$ cat config.mk
export PLATFORM = sky130hd
export DESIGN_NAME = dcache_bank_ctrl
export DESIGN_NICKNAME = d
export VERILOG_FILES = /design/src/rtl/dcache_bank_ctrl.sv
export SDC_FILE = /design/constraint.sdc
export NUM_CORES = 1
export LEC_CHECK = 0
export ABC_AREA = 0
export BUFFER_PORTS_ARGS = -buffer_cell sky130_fd_sc_hd__buf_2
export CORE_MARGIN = 10
export CORE_UTILIZATION = 40
export CTS_CLUSTER_DIAMETER = 40
export DETAILED_ROUTE_END_ITERATION = 8
export GPL_TIMING_DRIVEN = 1
export PLACE_DENSITY_LB_ADDON = 0.05
export RECOVER_POWER = 100
export SKIP_LAST_GASP = 1
export SYNTH_ARGS = -nofsm -noshare
export SYNTH_HDL_FRONTEND = slang
export SYNTH_SLANG_ARGS = --single-unit
$ cat constraint.sdc
create_clock -name clk -period 3.83 [get_ports clk]
set_input_delay 0.5745 -clock clk [delete_from_list [all_inputs] [get_ports clk]]
set_output_delay 0.5745 -clock clk [all_outputs]
set_load 0.05 [all_outputs]
$ cat src/rtl/dcache_bank_ctrl.sv
// Port sequencer/arbiter for one 32x8 dcache data bank: shares the bank RAM's
// write and read ports between CPU byte accesses, line fills and line flushes.
module dcache_bank_ctrl (
  input  logic       clk,
  input  logic       reset_n,
  input  logic       cpu_wr_req,
  input  logic [4:0] cpu_wr_addr,
  input  logic [7:0] cpu_wr_data,
  output logic       cpu_wr_ack,
  input  logic       cpu_rd_req,
  input  logic [4:0] cpu_rd_addr,
  output logic [7:0] cpu_rd_data,
  output logic       cpu_rd_valid,
  input  logic       fill_start,
  input  logic       fill_valid,
  input  logic [7:0] fill_data,
  output logic       fill_ready,
  output logic       fill_done,
  input  logic       flush_start,
  output logic       flush_valid,
  output logic [7:0] flush_data,
  input  logic       flush_ready,
  output logic       flush_done,
  output logic       busy,
  output logic [4:0] ram_raddr,
  input  logic [7:0] ram_dataout,
  output logic [4:0] ram_waddr,
  output logic [7:0] ram_datain,
  output logic       ram_we
);

  typedef enum logic [1:0] {IDLE, FILL, FLUSH} state_t;

  state_t     state_q, state_d;
  logic [4:0] cnt_q;
  logic       all_ld_q;
  logic       fill_pend_q;

  logic rd_serve;
  logic fl_load;
  logic fl_accept;
  logic fl_exit;

  assign busy = (state_q != IDLE) || fill_pend_q;

  always_comb begin
    state_d    = state_q;
    cpu_wr_ack = 1'b0;
    fill_ready = 1'b0;
    ram_raddr  = 5'd0;
    ram_waddr  = 5'd0;
    ram_datain = 8'd0;
    ram_we     = 1'b0;
    rd_serve   = 1'b0;
    fl_load    = 1'b0;
    fl_accept  = 1'b0;
    fl_exit    = 1'b0;
    case (state_q)
      IDLE: begin
        if (flush_start)     state_d = FLUSH;
        else if (fill_start) state_d = FILL;
        // Any start outranks a CPU write in the same cycle.
        if (cpu_wr_req && !fill_start && !flush_start && !fill_pend_q) begin
          cpu_wr_ack = 1'b1;
          ram_we     = 1'b1;
          ram_waddr  = cpu_wr_addr;
          ram_datain = cpu_wr_data;
        end
        rd_serve = cpu_rd_req && !cpu_rd_valid;
      end
      FILL: begin
        fill_ready = 1'b1;
        rd_serve   = cpu_rd_req && !cpu_rd_valid;
        if (fill_valid) begin
          ram_we     = 1'b1;
          ram_waddr  = cnt_q;
          ram_datain = fill_data;
          if (cnt_q == 5'd31) state_d = IDLE;
        end
      end
      FLUSH: begin
        ram_raddr = cnt_q;
        fl_load   = (!flush_valid || flush_ready) && !all_ld_q;
        fl_accept = flush_valid && flush_ready;
        // Loading stops after byte 31, so an accept with all bytes loaded is the last one.
        if (fl_accept && all_ld_q) begin
          fl_exit = 1'b1;
          state_d = (fill_pend_q || fill_start) ? FILL : IDLE;
        end
      end
      default: state_d = IDLE;
    endcase
    if (rd_serve) ram_raddr = cpu_rd_addr;
  end

  always_ff @(posedge clk) begin
    if (!reset_n) begin
      state_q      <= IDLE;
      cnt_q        <= 5'd0;
      all_ld_q     <= 1'b0;
      fill_pend_q  <= 1'b0;
      cpu_rd_valid <= 1'b0;
      cpu_rd_data  <= 8'd0;
      flush_valid  <= 1'b0;
      flush_data   <= 8'd0;
      fill_done    <= 1'b0;
      flush_done   <= 1'b0;
    end else begin
      state_q      <= state_d;
      fill_done    <= 1'b0;
      flush_done   <= 1'b0;
      cpu_rd_valid <= rd_serve;
      if (rd_serve) cpu_rd_data <= ram_dataout;
      case (state_q)
        IDLE: begin
          if (flush_start) begin
            cnt_q       <= 5'd0;
            all_ld_q    <= 1'b0;
            fill_pend_q <= fill_start;
          end else if (fill_start) begin
            cnt_q <= 5'd0;
          end
        end
        FILL: begin
          if (fill_valid) begin
            cnt_q <= cnt_q + 5'd1;
            if (cnt_q == 5'd31) fill_done <= 1'b1;
          end
        end
        FLUSH: begin
          if (fill_start) fill_pend_q <= 1'b1;
          if (fl_load) begin
            flush_data  <= ram_dataout;
            flush_valid <= 1'b1;
            cnt_q       <= cnt_q + 5'd1;
            if (cnt_q == 5'd31) all_ld_q <= 1'b1;
          end else if (fl_accept) begin
            flush_valid <= 1'b0;
          end
          if (fl_exit) begin
            flush_done  <= 1'b1;
            fill_pend_q <= 1'b0;
            all_ld_q    <= 1'b0;
            cnt_q       <= 5'd0;
          end
        end
        default: ;
      endcase
    end
  end

endmodule

==> Word level (Yosys, flattened, before mapping) <==
Cells that the tools add are included.
W data, S select, Z words.
{ "word_totals": {"output_inout_bits": 42, "regBits": 29, "elab_cells": 96, "in_bits": 42} }
{ "classes": {"n_addsub": 1, "n_reduce_logical": 30, "n_eq_ne": 11, "muxes": 44} }
{ "ops": {"columns": ["operator", "count"], "rows": [
  ["$mux W5", 9],
  ["$mux W1", 21],
  ["$mux W8", 2],
  ["$pmux W8 S2", 1],
  ["$pmux W5 S3", 1],
  ["$ne A3 B3 Y1 const B", 4],
  ["$reduce_and A4 Y1", 3],
  ["$mux W2", 5],
  ["$pmux W5 S2", 1],
  ["$ne A2 B2 Y1 const B", 4],
  ["$logic_and A1 B1 Y1", 7],
  ["$logic_not A1 Y1", 6],
  ["$pmux W1 S2", 3],
  ["$pmux W2 S3", 1],
  ["$reduce_and A2 Y1", 3],
  ["$reduce_and A3 Y1", 2],
  ["$reduce_bool A2 Y1", 3],
  ["$add A5 B1 Y5 const B", 1],
  ["$eq A5 B5 Y1 const B", 1],
  ["$logic_or A1 B1 Y1", 3],
  ["$reduce_bool A3 Y1", 1],
  ["$eq A2 B1 Y1 const B", 1],
  ["$eq A2 B2 Y1 const B", 1],
  ["$logic_not A2 Y1", 1],
  ["$reduce_or A2 Y1", 1]
]} }

==> Depth between registers and ports, before layout <==
Gate-level depths: netlist of run 1.
{ "depth": {"depth_word": 7, "ltp_mapped": 7, "ltp_nobuf": 7} }

==> Worst setup path before layout of run 1 <==
Ideal clock, no wire load.
{ "synth_path": {"kind": "reg2out", "from": "reg state_q[1]", "to": "out ram_datain[0]", "slack_ns": 1.120, "stages_incl_launch_ff": 7, "t_required_ns": 3.256, "n_path_buf": 2, "arrival_time_ns": 2.136, "path_cell_list": "dfxtp_1 inv_1 ha_1 and2_2 clkbuf_1 clkbuf_1 a22o_1"} }
{ "synth_between": {"elab_chain_len": 2, "word_cells_on_any_way": 3, "cone_classes": "eq/ne: 1; mux: 1; reduce/logical: 1"} }
{ "synth_lines": {"columns": ["item", "line", "source"], "rows": [
  ["from (decl)", "34", "state_t state_q, state_d;"],
  ["from (signal assigned)", "109", "state_q <= state_d;"],
  ["$eq A2 B1 Y1 or $logic_not A2 Y1 (tied branches)", "58", "case (state_q)"],
  ["$pmux W8 S2 (*)", "58", null],
  ["to (decl)", "28", "output logic [7:0] ram_datain,"]
]} }
Every way passes the cells marked *; elsewhere a longest branch is shown, timed or not.

==> Worst setup path in the final report of run 1 <==
{ "layout_path": {"from": "reg state_q[1]", "to": "out ram_datain[3]"} }
Same word-level chain as after synthesis.

==> flow_summary.json, run 1 <==
{
  "skew_ns": 0.00455,
  "track_usage_pct": 13.6,
  "p_int_mw": 0.674,
  "pwr-share-clk_pct": 28.3,
  "reg2reg_depth": 6,
  "r2r_slack_ns": 0.98,
  "synth_compound_area_share_pct": 22.8,
  "synth_edf_count": 0,
  "die_area_sq_um": 6600,
  "cts_tree": "yes",
  "grt_use_met1_pct": 15.6,
  "max_slew_margin_pct": -3.13,
  "startpoint": "state_q[1]",
  "netlist_area_sq_um": 1500,
  "cts-buffers-inserted": 5,
  "synth_seq_cells": 29,
  "synth.distinct_cells": 35,
  "remaining_drc_errors": 0,
  "core-area_sq_um": 3630,
  "power_frac_seq_pct": 30.4,
  "holdPathStages": 2,
  "grt_max_degree": 28,
  "grt-ovfl-total": 0,
  "path_clk_slew_ns": 0.07,
  "synth_top_family_by_area": "compound AO/OA/AOI/OAI gates",
  "timing.rr.end": "all_ld_q",
  "nets": 312,
  "dpl.hpwl_mm": 3.55,
  "outcome": "complete, but fails checks",
  "power_density_nw_per_um2": 585,
  "violations": "max-capacitance violations, max-slew violations",
  "drtIter0Drc": 61,
  "rr_startpoint": "state_q[0]",
  "top_level_ports": 84,
  "synth_xor_area_share_pct": 0,
  "setup_tns_ns": 0,
  "place_ws_ns": 1.37,
  "synthMuxAreaShare_pct": 6.67,
  "antenna_found_initial": 0,
  "critPathCaptureType": "primary output",
  "numClockSinks": 29,
  "clk_latency_ns": 0.28,
  "syn_nets": 229,
  "synth_area_per_cell_sq_um": 8.30,
  "finalWeightedCongestion": 0.791,
  "vias": 1578,
  "die_w_um": 81.3,
  "power_leakage_nw": 0.886,
  "wl_per_cell_um": 14.7,
  "grt_pass1_wl_mm": 7.29,
  "synth_simple_gate_area_share_pct": 22.6,
  "path_class": "reg2out",
  "clk_path_buf_depth": 2,
  "swShare_pct": 42.8,
  "syn_inst": 181,
  "synthAdderAreaFrac_pct": 5.00,
  "ys_warn_count": 0,
  "synthArstFlopShare_pct": 0,
  "holdBufCountCts": 0,
  "antenna_cells": 0,
  "slew_violations": 10,
  "grt_pass1_vias": 1558,
  "portBuffers": 83,
  "hold_viol_final": 0,
  "grt.busiest_layer": "met2",
  "ys_seq_area_share_pct": 38.7,
  "cts_htree_levels": 2,
  "antenna_left": 0,
  "cts.repair.resized": 0,
  "rows": 22,
  "setup_viol_count_final": 0,
  "whs_ns": 0.455,
  "utilization_pct": 55.4,
  "cap_violations": 1,
  "die_h_um": 81.3,
  "clockRootBuffer": "clkbuf_8",
  "fin_crit_ns": 2.93,
  "hold_path.startpoint": "cpu_rd_data[7]",
  "p_sw_mw": 0.503,
  "firstDrtPassIters": 4,
  "wl_mm": 4.59,
  "crit_path_start_kind": "flip-flop",
  "use_met2_pct": 22.2,
  "floorplan.initialDensity_pct": 41.3,
  "crit_path_max_fanout": 15,
  "synthFlopType": "dfxtp_1",
  "tightest_slew_ns": 1.53,
  "grt_use_met3_pct": 6.18,
  "post-route-period-util_pct": 76.4,
  "clock.fmax_mhz": 342,
  "irDropWorstVdd_v": 0.000320,
  "crit_required_ns": 3.26,
  "combPwrFrac_pct": 41.4,
  "cts_setup_buffers": 0,
  "hold_path_class": "reg2reg",
  "setup_ws_ns": 0.905,
  "drive_above_1_share_pct": 19.6,
  "syn_to_final_growth_pct": 34.1,
  "endpoint": "ram_datain[3]",
  "rsz0062_at_grt": "false",
  "arrival_ns": 2.35,
  "via_per_inst": 5.04
}
synthesized netlist by cell type (3+ instances only):
library cell	count	area share [%]
nor3b_1	3	1.5
buf_2	3	1.0
nand3_1	6	2.0
and3_1	3	1.3
dfxtp_1	29	39
a22o_1	13	7.6
a21oi_1	13	4.3
o211ai_1	4	2.0
o21ai_0	6	2.0
inv_1	6	1.5
nand2_1	32	8.0
ha_1	6	5.0
clkbuf_1	6	1.5
nor2_1	15	3.7
mux2i_1	10	6.7
flip-flops by register name, summed over array words and instances (netlist names):
signal and count:
cpu_rd_data 8, flush_data 8, cnt_q 5, state_q 2
all_ld_q 1, cpu_rd_valid 1, fill_done 1, fill_pend_q 1
flush_done 1, flush_valid 1
critical path: stages, from the launching register on:
cell      delay (ns)
dfxtp_1         0.34
inv_1           0.08
ha_1            0.32
and2_0          0.62
a22o_1          0.22
clkbuf_1        0.49
worst min path at each step:
stage	slack (ns)	endpoint
global route	0.48	cpu_rd_data[6]
detailed placement	0.45	cpu_rd_data[7]
CTS	0.46	cpu_rd_data[7]
finish	0.45	cpu_rd_data[7]
floorplan	0.48	cnt_q[4]
global placement	0.44	cpu_rd_data[6]
logic make-up (layout without fill, tap and decap cells):
kind of cell               after synthesis  in the layout
AOI/OAI and AO/OA                       48             48
and+or+nand+nor                         72             72
muxes                                   10             10
adders and majority gates                6              6
DFF                                     29             29
buffers and inverters                   16            100
power by group through the flow:
stage                     registers (mW)  logic, mW  clock network [mW]
final                              0.358      0.487               0.333
after global routing               0.362      0.530               0.349
after CTS                          0.357      0.511               0.340
after detailed placement           0.363      0.509                   0
after global placement             0.363      0.507                   0
after floorplan                    0.446      0.303                   0
layer usage:
layer  part of all wire, %  up-vias  wire length (um)
met5                     0        -                 0
met3                   8.6        8               396
li1                      -      810                 -
met4                   1.2        0                55
met1                    42      707              1910
met2                    49       53              2230
layout by cell type (no fill, tap or decap), drive strengths merged, types with 3 or more instances in the layout:
cell / n
a21oi: 13
a22o: 13
and3: 3
buf: 42
clkbuf: 50
dfxtp: 29
ha: 6
inv: 6
mux2i: 10
nand2: 32
nand3: 6
nor2: 15
nor3b: 3
o211ai: 4
o21ai: 6
stage by stage:
stage               power (mW)  cell area (sq um)  std cells
global route              1.24               2010        313
CTS                       1.21               2070        313
detailed placement       0.872               1950        305
floorplan                0.749               1500        181
finish                    1.18               2010        313
global placement         0.870               1950        305
area by class of cell:
type	instances	area [sq um]
flip-flops and latches	29	581
well taps	48	60.1
fillers	388	1620
multi-input cells	136	853
clock inverters	1	30.0
clock buffers	7	86.3
repair buffers	85	377
inverters	7	26.3
Note: power is estimated with default switching activity, not from simulation.
==> inputs of run 2 (changes only) <==
--- a/config.mk
+++ b/config.mk
@@ -8,7 +8,7 @@
 export ABC_AREA = 0
 export BUFFER_PORTS_ARGS = -buffer_cell sky130_fd_sc_hd__buf_2
 export CORE_MARGIN = 10
-export CORE_UTILIZATION = 40
+export CORE_UTILIZATION = 39
 export CTS_CLUSTER_DIAMETER = 40
 export DETAILED_ROUTE_END_ITERATION = 8
 export GPL_TIMING_DRIVEN = 1
==> constraint.sdc (replaced) <==
create_clock -name clk -period 2.6 [get_ports clk]
set_input_delay 0.39 -clock clk [delete_from_list [all_inputs] [get_ports clk]]
set_output_delay 0.39 -clock clk [all_outputs]
set_load 0.05 [all_outputs]
==> run 2 against run 1 <==
Effect of this change: the flow now finishes without violations; cell count is 1.3% higher; worst setup slack worse by 0.62 ns; die area increased by 1.9%; clock skew decreased by 0.0016 ns; via count fell by 0.38%; routed wire length is 2.1% higher; non-clock buffer count is 4 higher; hold slack lost 0.099 ns; count of clock-buffer cells in the layout decreased by 1; sequential share of layout area fell by 0.77 points; cell area is 2.7% higher; critical path type unchanged; critical endpoint is now ram_we.
==> flow_summary.json, run 2 (synthesis gave the netlist of run 1 again) <==
{
  "place_ws_ns": 0.458,
  "firstDrtPassIters": 4,
  "cp_top_family": "buffers and inverters",
  "clock.fmax_mhz": 431,
  "crit_path_max_fanout": 15,
  "remaining_drc_errors": 0,
  "arrival_ns": 1.93,
  "die_h_um": 82.0,
  "pwr-share-clk_pct": 27.6,
  "slew_violations": 0,
  "numClockSinks": 29,
  "reg2reg_depth": 7,
  "track_usage_pct": 13.4,
  "via_per_inst": 4.96,
  "crit_required_ns": 2.21,
  "tightest_slew_ns": 0.627,
  "cts_tree": "yes",
  "wl_per_cell_um": 14.8,
  "swShare_pct": 42.4,
  "cts.repair.resized": 0,
  "portBuffers": 83,
  "clockRootBuffer": "clkbuf_8",
  "hold-path-endpoint": "cpu_rd_data[0]",
  "hold_path_class": "in2reg",
  "power_mw": 1.75,
  "cts_setup_buffers": 0,
  "post-route-period-util_pct": 89.2,
  "cap_violations": 0,
  "critPathMaxStageDelay_ns": 0.40,
  "core-area_sq_um": 3690,
  "holdBufCountCts": 0,
  "die_w_um": 82.0,
  "drtIter0Drc": 78,
  "antenna_left": 0,
  "vias": 1572,
  "path_class": "reg2out",
  "cts_htree_levels": 2,
  "layout_common_cells": "41 x buf_2, 32 x nand2_1, 29 x dfxtp_1",
  "antenna_cells": 0,
  "grt-ovfl-total": 0,
  "setup_ws_ns": 0.281,
  "slowest_stage": "dfxtp_1",
  "top_level_ports": 84,
  "syn_to_final_growth_pct": 37.7,
  "crit_buf_inv": 4,
  "skew_ns": 0.00295,
  "whs_ns": 0.356,
  "clk_path_buf_depth": 2,
  "path_clk_slew_ns": 0.06,
  "final_cell_area_sq_um": 2070,
  "nets": 316,
  "power_density_nw_per_um2": 846,
  "cts-buffers-inserted": 5,
  "drive_above_1_share_pct": 29.0,
  "rr_startpoint": "state_q[0]",
  "critPathCaptureType": "primary output",
  "power_leakage_nw": 0.972,
  "p_int_mw": 1.01,
  "clk_latency_ns": 0.28,
  "floorplan.initialDensity_pct": 40.7,
  "max_slew_margin_pct": 58.4,
  "outcome": "complete, no violations",
  "crit_path_start_kind": "flip-flop",
  "final_common_cell": "buf_2",
  "rows": 22,
  "r2r_slack_ns": 0.41,
  "dpl_cell_area_sq_um": 1980,
  "largestRegisters": "cpu_rd_data x8, flush_data x8, cnt_q x5",
  "setup_tns_ns": 0,
  "crit_path_frequent_cell": "inv_1",
  "grt_pass1_vias": 1540,
  "die_area_sq_um": 6730,
  "timing.rr.end": "flush_data[5]",
  "power_frac_seq_pct": 30.2,
  "holdPathStages": 3,
  "fin_crit_ns": 2.32,
  "antenna_found_initial": 0,
  "rsz0062_at_grt": "false",
  "hold_viol_final": 0,
  "grt_max_degree": 17,
  "p_sw_mw": 0.741,
  "combPwrFrac_pct": 42.2,
  "irDropWorstVdd_v": 0.000510,
  "dpl.hpwl_mm": 3.76,
  "grt_pass1_wl_mm": 7.11,
  "finalWeightedCongestion": 0.838,
  "wl_mm": 4.69,
  "setup_viol_count_final": 0,
  "path_cells": "inv_1, ha_1, inv_1, nor3_1, buf_4, or2_2, clkbuf_2",
  "hold_path.startpoint": "ram_dataout[0]"
}
## run 2: cell types whose count changed in the layout (fill, tap and decap cells not counted), sizes merged
cell      delta
clkinvlp     +1
buf          +3
## run 2: metal layers
metal / wire length (um) / track usage, %
met4: 79 / 5.95
met3: 426 / 5.90
met1: 1840 / 14.3
met2: 2340 / 22.6
met5: 0 / 0
## run 2: worst max-delay path by stage
stage	startpoint	end	slack, ns	depth (start not counted)
2_1_floorplan	state_q[1]	ram_datain[0]	0.07	6
3_3_place_gp	state_q[1]	ram_raddr[0]	0.50	6
3_5_place_dp	state_q[1]	ram_raddr[3]	0.46	6
4_1_cts	state_q[1]	ram_raddr[3]	0.13	6
5_1_grt	state_q[0]	ram_datain[3]	0.13	7
6_report	state_q[0]	ram_we	0.28	7
## run 2: power groups by stage
stage | registers, mW | clock network [mW] | logic [mW]
2_1_floorplan | 0.657 | 0 | 0.447
3_3_place_gp | 0.534 | 0 | 0.759
5_1_grt | 0.535 | 0.516 | 0.800
4_1_cts | 0.527 | 0.495 | 0.762
3_5_place_dp | 0.536 | 0 | 0.760
6_report | 0.528 | 0.483 | 0.738
## run 2: worst register-to-register path: stages (launching register included)
cell      delay (ns)
dfxtp_1         0.35
inv_1           0.10
ha_1            0.49
nor2b_1         0.23
a21boi_0        0.30
clkbuf_2        0.33
mux2i_1         0.24
nor2_1          0.05
## run 2: per-stage QoR
| stage | cells | utilization (%) |
|---|---|---|
| 3_3_place_gp | 308 | 53.6 |
| 6_report | 317 | 56.1 |
| 3_5_place_dp | 308 | 53.6 |
| 5_1_grt | 317 | 56.1 |
| 4_1_cts | 316 | 56.9 |
| 2_1_floorplan | 181 | - |
## run 2: layout make-up
class | count | area [sq um]
clock buffers | 6 | 82.6
clock inverters | 2 | 37.5
fillers | 385 | 1620
inverters | 7 | 26.3
multi-input cells | 136 | 855
flip-flops and latches | 29 | 581
well taps | 48 | 60.1
repair buffers | 89 | 427
